<file path="src/rtl/bram32k_reader.sv">
`default_nettype none
// ============================================================================
//  Module      : bram32k_reader
//  Description : Sequential BRAM32k read/drain engine with a 2-entry skid FIFO
//                and valid/ready output. Optional macro READER_RELU_EN clamps
//                each signed 8-bit lane to zero before the FIFO.
//  Revision    : 1.0 - initial release
// ============================================================================
module bram32k_reader #(
    parameter int ADDR_W = 12,
    parameter int DATA_W = 64
) (
    input  logic              clk,
    input  logic              rst_n,
    input  logic              start,
    input  logic [ADDR_W-1:0] base,
    input  logic [ADDR_W:0]   len,
    output logic              en_BRAM32k_rd,
    output logic [ADDR_W-1:0] addr_BRAM32k_rd,
    input  logic [DATA_W-1:0] dout_BRAM32k_rd,
    output logic              m_valid,
    input  logic              m_ready,
    output logic [DATA_W-1:0] m_data,
    output logic              m_last,
    output logic              busy,
    output logic              done
);

    localparam logic [1:0] c_ST_IDLE  = 2'd0;
    localparam logic [1:0] c_ST_RUN   = 2'd1;
    localparam logic [1:0] c_ST_FLUSH = 2'd2;
    localparam int         c_LANES    = DATA_W / 8;

    logic [1:0]        r_state;
    logic [ADDR_W-1:0] r_ptr;
    logic [ADDR_W:0]   r_remain;
    logic [ADDR_W:0]   r_out_cnt;
    logic              r_inflight;
    logic [DATA_W-1:0] r_mem [0:1];
    logic              r_wr_sel;
    logic              r_rd_sel;
    logic [1:0]        r_occ;
    logic              r_busy;
    logic              r_done;

    logic              w_pop;
    logic              w_push;
    logic [2:0]        w_credit;
    logic              w_issue;
    logic [DATA_W-1:0] w_push_data;

    assign m_valid  = (r_occ != 2'd0);
    assign w_pop    = m_valid && m_ready;
    assign w_push   = r_inflight;
    // Entries held plus the word still coming back, minus the one leaving now.
    assign w_credit = {1'b0, r_occ} + {2'b00, r_inflight} - {2'b00, w_pop};
    assign w_issue  = (r_state == c_ST_RUN) && (w_credit < 3'd2);

    assign en_BRAM32k_rd   = w_issue;
    assign addr_BRAM32k_rd = r_ptr;
    assign m_data          = r_mem[r_rd_sel];
    assign m_last          = m_valid && (r_out_cnt == (ADDR_W+1)'(1));
    assign busy            = r_busy;
    assign done            = r_done;

`ifdef READER_RELU_EN
    for (genvar i = 0; i < c_LANES; i++) begin : g_relu_lane
        assign w_push_data[8*i +: 8] = dout_BRAM32k_rd[8*i+7] ? 8'h00 : dout_BRAM32k_rd[8*i +: 8];
    end
`else
    assign w_push_data = dout_BRAM32k_rd;
`endif

    always_ff @(posedge clk or negedge rst_n) begin
        if (!rst_n) begin
            r_state    <= c_ST_IDLE;
            r_ptr      <= '0;
            r_remain   <= '0;
            r_out_cnt  <= '0;
            r_inflight <= 1'b0;
            r_mem[0]   <= '0;
            r_mem[1]   <= '0;
            r_wr_sel   <= 1'b0;
            r_rd_sel   <= 1'b0;
            r_occ      <= 2'd0;
            r_busy     <= 1'b0;
            r_done     <= 1'b0;
        end else begin
            r_done     <= 1'b0;
            r_inflight <= w_issue;
            r_occ      <= r_occ + {1'b0, w_push} - {1'b0, w_pop};
            if (w_push) begin
                r_mem[r_wr_sel] <= w_push_data;
                r_wr_sel        <= ~r_wr_sel;
            end
            if (w_pop) begin
                r_rd_sel  <= ~r_rd_sel;
                r_out_cnt <= r_out_cnt - (ADDR_W+1)'(1);
            end
            case (r_state)
                c_ST_IDLE: begin
                    if (start) begin
                        if (len == '0) begin
                            r_done <= 1'b1;
                        end else begin
                            r_ptr     <= base;
                            r_remain  <= len;
                            r_out_cnt <= len;
                            r_busy    <= 1'b1;
                            r_state   <= c_ST_RUN;
                        end
                    end
                end
                c_ST_RUN: begin
                    if (w_issue) begin
                        r_ptr    <= r_ptr + ADDR_W'(1);
                        r_remain <= r_remain - (ADDR_W+1)'(1);
                        if (r_remain == (ADDR_W+1)'(1)) begin
                            r_state <= c_ST_FLUSH;
                        end
                    end
                end
                c_ST_FLUSH: begin
                    // Last outstanding word leaving means FIFO empty and nothing in flight.
                    if (w_pop && (r_out_cnt == (ADDR_W+1)'(1))) begin
                        r_state <= c_ST_IDLE;
                        r_busy  <= 1'b0;
                        r_done  <= 1'b1;
                    end
                end
                default: r_state <= c_ST_IDLE;
            endcase
        end
    end

endmodule
`default_nettype wire

</file>
<file path="config.mk">
export PLATFORM = sky130hd
export DESIGN_NAME = bram32k_reader
export DESIGN_NICKNAME = d
export VERILOG_FILES = /design/src/rtl/bram32k_reader.sv
export SDC_FILE = /design/constraint.sdc
export NUM_CORES = 1
export LEC_CHECK = 0
export CORE_ASPECT_RATIO = 1.2
export CORE_MARGIN = 10
export CORE_UTILIZATION = 45
export CTS_CLUSTER_DIAMETER = 80
export DETAILED_ROUTE_END_ITERATION = 16
export PLACE_DENSITY = 0.72
export SETUP_SLACK_MARGIN = 0.05
export SYNTH_ARGS = -nofsm -noshare
export SYNTH_HDL_FRONTEND = slang
export SYNTH_SLANG_ARGS = --single-unit
</file>
<file path="constraint.sdc">
create_clock -name clk -period 4.05 [get_ports clk]
set_input_delay 0.6075 -clock clk [delete_from_list [all_inputs] [get_ports clk]]
set_output_delay 0.6075 -clock clk [all_outputs]
set_load 0.03 [all_outputs]
</file>
Word-level counts from Yosys, hierarchy flattened
Index checks and enable logic that the tools add are counted.
{ "word_totals": {"ff_bits": 175, "input_bits": 93, "elab_cells": 81} }
{ "op_classes": {"addsub": 7, "n_lt_le_gt_ge": 4, "n_eq_ne": 9, "muxes": 32, "bitwise_logic": 4, "reduce_logical": 13} }
{ "ops": {"columns": ["op", "n"], "rows": [
  ["$mux 64", 4],
  ["$bwmux 128", 1],
  ["$mux 13", 7],
  ["$demux 64 s1", 1],
  ["$mux 12", 3],
  ["$eq 13x1->1 const B", 2],
  ["$pmux 13 s2", 1],
  ["$sub 13x1->13 const B", 2],
  ["$pmux 12 s2", 1],
  ["$logic_not 13->1", 1],
  ["$add 12x1->12 const B", 1],
  ["$mux 2", 5],
  ["$ne 2x2->1 const B", 4],
  ["$reduce_and 4->1", 2],
  ["$mux 1", 6],
  ["$pmux 2 s3", 1],
  ["$reduce_bool 2->1", 3],
  ["$logic_and 1x1->1", 5],
  ["$reduce_and 5->1", 1],
  ["$ge 2x2->1 const B", 2],
  ["$not 1->2", 2],
  ["$pmux 1 s2", 2],
  ["$add 2x1->3", 1],
  ["$lt 3x2->1 const B", 1],
  ["other kinds (9)", 10]
]} }

Logic depth before layout (Yosys ltp)
Gate-level depths: netlist of the first run.
{ "logic_depth": {"ltp_word": 7, "depth_mapped": 10, "depth_no_buf": 9} }

Least setup slack after synthesis of the first run
OpenSTA, ideal clock, no wires.
{ "synth_timing": {"path_type": "register -> output", "startpoint": "reg r_out_cnt[7]", "endpoint": "out m_last", "arrival_time_ns": 2.056, "setup_slack_ns": 1.387, "stages_incl_launch_ff": 4, "path_buffers": 0, "path_cell_list": "dfrtp_1 -> nor4_2 -> nand2_1 -> nor4b_1"} }
{ "synth_between": {"elab_chain_len": 2} }
{ "synth_lines": {"columns": ["item", "line_no", "rtl"], "rows": [
  ["start: declaration", "37", "logic [ADDR_W:0] r_out_cnt;"],
  ["start signal: assignment", "98", "r_out_cnt <= r_out_cnt - (ADDR_W+1)'(1);"],
  ["start signal: assignment", "108", "r_out_cnt <= len;"],
  ["$eq 13x1->1", "62", "assign m_last = m_valid && (r_out_cnt == (ADDR_W+1)'(1));"],
  ["$logic_and 1x1->1", "62", null],
  ["end: declaration", "24", "output logic m_last,"]
]} }
No other way between the ends.

Worst setup path after layout of the first run
{ "layout_timing": {"startpoint": "in m_ready", "endpoint": "out en_BRAM32k_rd"} }
{ "layout_between": {"elab_chain_len": 4} }
{ "layout_lines": {"columns": ["item", "line_no", "rtl"], "rows": [
  ["start: declaration", "22", "input logic m_ready,"],
  ["$logic_and 1x1->1", "53", "assign w_pop = m_valid && m_ready;"],
  ["$sub 3x1->3", "56", "assign w_credit = {1'b0, r_occ} + {2'b00, r_inflight} - {2'b00, w_pop};"],
  ["$lt 3x2->1", "57", "assign w_issue = (r_state == c_ST_RUN) && (w_credit < 3'd2);"],
  ["$logic_and 1x1->1", "57", null],
  ["end: declaration", "18", "output logic en_BRAM32k_rd,"]
]} }
No other way between the ends.

==> results of run 1 <==
## flip-flops by register name, indices dropped and copies added, names as in the netlist
name,count
busy,1
r_inflight,1
r_out_cnt,13
addr_BRAM32k_rd,12
r_wr_sel,1
r_rd_sel,1
done,1
r_occ,2
r_remain,13
r_mem,128
r_state,2
## kinds of logic (layout without fill, tap and decap cells)
logic type | after synthesis | after routing
muxes | 194 | 194
and+or+nand+nor | 115 | 115
xor gates and xnor gates | 15 | 15
DFF | 175 | 175
other | 0 | 1
buffers and inverters | 53 | 230
adders and majority gates | 7 | 7
AOI/OAI and AO/OA | 108 | 108
## power groups by stage
stage          combinational (uW)  sequential (uW)  clock, uW
3_5_place_dp                 5360             3310          0
2_1_floorplan                3640             3160          0
6_report                     5350             3290       1650
5_1_grt                      5710             3400       1760
4_1_cts                      5400             3280       1690
3_3_place_gp                 5230             3230          0
## layout by cell type (no fill, tap or decap), drive strengths merged, types with 3 or more instances in the layout
master,synthesis,final
clkinv,1,6
xor2,12,12
buf,24,13
a2bb2oi,5,5
a21oi,12,12
o2bb2ai,11,11
dfrtp,175,175
o31ai,5,5
xnor2,3,3
o211ai,16,16
mux2,193,193
or4,3,3
nor4b,3,3
nand2,29,29
nor3,10,10
nand3,15,15
nor4,10,10
a211oi,3,3
o41ai,5,5
nand4,7,7
o21ai,23,23
clkbuf,16,19
ha,6,6
a22oi,6,6
a31oi,5,5
inv,12,16
nor3b,3,3
nor2,18,18
clkdlybuf4s50,0,172
## worst reg2reg max path: cells and delay by family (launching register included)
family | cells | cell delay [ps]
mux | 1 | 360
flops | 1 | 900
buf+inv | 1 | 370
simple gates | 1 | 300
compound gates | 2 | 640
## metrics by stage
stage	instance area [um^2]	utilization (%)	worst slack [ps]	cells	power (uW)
5_1_grt	11100	60.3	153	1096	10900
3_3_place_gp	10500	57.0	346	1064	8460
4_1_cts	11100	60.3	281	1096	10400
2_1_floorplan	8470	-	1390	667	6800
6_report	11100	60.3	302	1097	10300
3_5_place_dp	10500	57.0	293	1064	8660
## final cells by class
class                      instances  area (um^2)
fill                            1483         7300
timing repair buffer             185         1860
antenna                            1         2.50
tap                              252          315
clock buffer                      19          443
sequential                       175         4380
clock inverter                    13          156
multi-input combinational        439         3870
inverter                          13         48.8
## layer usage
metal / part of all wire [%] / vias up / routed length [um] / GRT usage, %
met5: 0 / - / 0 / 0
met4: 1.8 / 0 / 412 / 5.59
met3: 6.4 / 37 / 1430 / 5.07
met2: 49 / 278 / 11100 / 30.2
met1: 43 / 3146 / 9640 / 22.2
li1: - / 2806 / - / -
## path summary, 6_finish.rpt
kind / from / end / slack (ps)
worst max-delay path: m_ready / en_BRAM32k_rd / 300
worst min register to register: r_remain[12] / r_remain[12] / 500
min in group clk: r_remain[12] / r_remain[12] / 500
max in group asynchronous: rst_n / r_remain[2] / 2860
worst max register to register: r_state[0] / addr_BRAM32k_rd[1] / 1370
worst min-delay path: rst_n / r_mem[37] / 280
==> impl_metrics.toml, run 1 <==
[critical_path]
path_max_fanout = 4
worstSetupPathDepth = 8
cp_slowest_cell = "sky130_fd_sc_hd__clkdlybuf4s50_1"
critPathArrivalTime_ps = 3140
timing.critical_path.cells = "clkdlybuf4s50_1 -> nand3_1 -> o21ai_0 -> ha_1 -> fa_1 -> xor2_2 -> and3_1 -> clkdlybuf4s50_1"
critPathTopFamily = "buffers and inverters"
crit_type = "in2out"
reg2regPathDepth = 5
cp-start-kind = "input port"
critical-path-top-cell-by-count = "sky130_fd_sc_hd__clkdlybuf4s50_1"
critical_path.max_stage_delay_ps = 690
setup.worst_path.end_class = "primary output"
critical_path_required_ps = 3440
worst-path-buf-inv = 2

[global_route]
groute.usage.overall_pct = 18.0
first_global_vias = 6661
antenna_violations_before_repair = 0
overflow = 0
pin_count_of_the_biggest_net_entering_global_routing = 97
grt_first_pass_wirelength_mm = 36.3

[timing]
hold_violations = 0
max_clock_freq_mhz = 267
hold_ws_ps = 278
maxSlewHeadroom_pct = 39.6
worst_pin_slew_ps = 897
timing_max_transition_violations_final = 0
finalSetupViolCount = 0
min_period_over_period_pct = 92.6
setup_tns_ps = 0
finClkSkew_ps = 10.7
setup_repair_after_global_routing_missed_its_margin = "false"
fin_crit_ps = 3750

[floorplanning]
die-width_um = 145
number_of_placed_i_o_pins = 174
die_area_mm2 = 0.0247
site_rows = 54
core-area_mm2 = 0.0184
die_height_um = 170
floorplan.initialDensity_pct = 46.1

[yosys]
synth_area_per_cell_um2 = 12.7
postSynthCellCount = 667
ys_seq_elements = 175
post_synth_main_area_contributors = "sky130_fd_sc_hd__dfrtp_1 (52%), sky130_fd_sc_hd__mux2_2 (26%), sky130_fd_sc_hd__o211ai_1 (1.4%)"
post_synth_and_or_nand_nor_area_fraction_pct = 7.49
mappedNetlistNets = 767
post_synth_xor_area_fraction_pct = 1.64
synth-adder-area-share_pct = 1.12
ys_dominant_reg_cell = "sky130_fd_sc_hd__dfrtp_1"
muxShareOfSynthArea_pct = 25.8
synth.cells.most_frequent = "sky130_fd_sc_hd__mux2_2 (192), sky130_fd_sc_hd__dfrtp_1 (175), sky130_fd_sc_hd__nand2_1 (29), sky130_fd_sc_hd__buf_2 (20), sky130_fd_sc_hd__nor2_1 (18)"
synth_warn = 0
sequential_cell_area_fraction_in_the_yosys_report_pct = 51.7
post_synth_instance_area_mm2 = 0.00847
number_of_synthesized_flops_with_an_enable_pin = 0
main_combinational_cell_family_by_area_after_synthesis = "multiplexers"
netlist.top_cell.by_area = "sky130_fd_sc_hd__dfrtp_1"
synth_compound_gate_area_share_pct = 9.55
post_synth_num_cell_types = 70
area_share_of_the_leading_cell_type_in_the_synthesized_netlist_pct = 51.7
yosys.cell_count.top_type = "sky130_fd_sc_hd__mux2_2"
asyncSetResetFlopFracSynth_pct = 100

[cells_and_area]
drive_gt1_share_pct = 30.3
layout-area-overhead-vs-synth_pct = 30.8
nNetsFinal = 931

[clock_network]
cts_tree = "done"
max-clock-path-buffers = 2
insertion_delay_ps = 420
cts_root_buffer = "sky130_fd_sc_hd__clkbuf_16"
cts_made_buffers = 17
clkTransAtPathRegs_ps = 70
post_cts_buffers = 0
cts_resized = 0
numClockSinks = 175
cts.hold.buffers_added = 0
cts.htree.levels = 4

[power_and_ir_drop]
irDropWorstVdd_v = 0.000551
power.combinational.fraction_pct = 52.0
power.share.switching_pct = 40.4
internal_power_uw = 6140
switching_power_uw = 4150
leakage_uw = 0.00445
power-per-cell-area_mw_per_mm2 = 929
clockPowerShare_pct = 16.0
power_frac_seq_pct = 32.0

[place]
final_wtd_congestion = 0.871
portBuffers = 173
hpwl_mm = 16.0

[drt]
avgRoutedWirePerCell_um = 20.6
drc = 0
drt_pre_antenna_iters = 5
initialDrtViolationCount = 336
post_drt_via_cell_ratio = 5.71
drt.antenna.violating_nets = 0
route.final.wire_length_mm = 22.6
dr_vias = 6267

[worst_hold_path]
hold_path.class = "in2async"

[flow_run]
max_cap_violations = 0

[status]
status = "finished clean"
Note: power is estimated with default switching activity, not from simulation.
==> run 2, diff against run 1 <==
SLEW_MARGIN = 10   (was default)
==> results of run 2 <==
Final layout, timing and power as in run 1 (identical DEF).
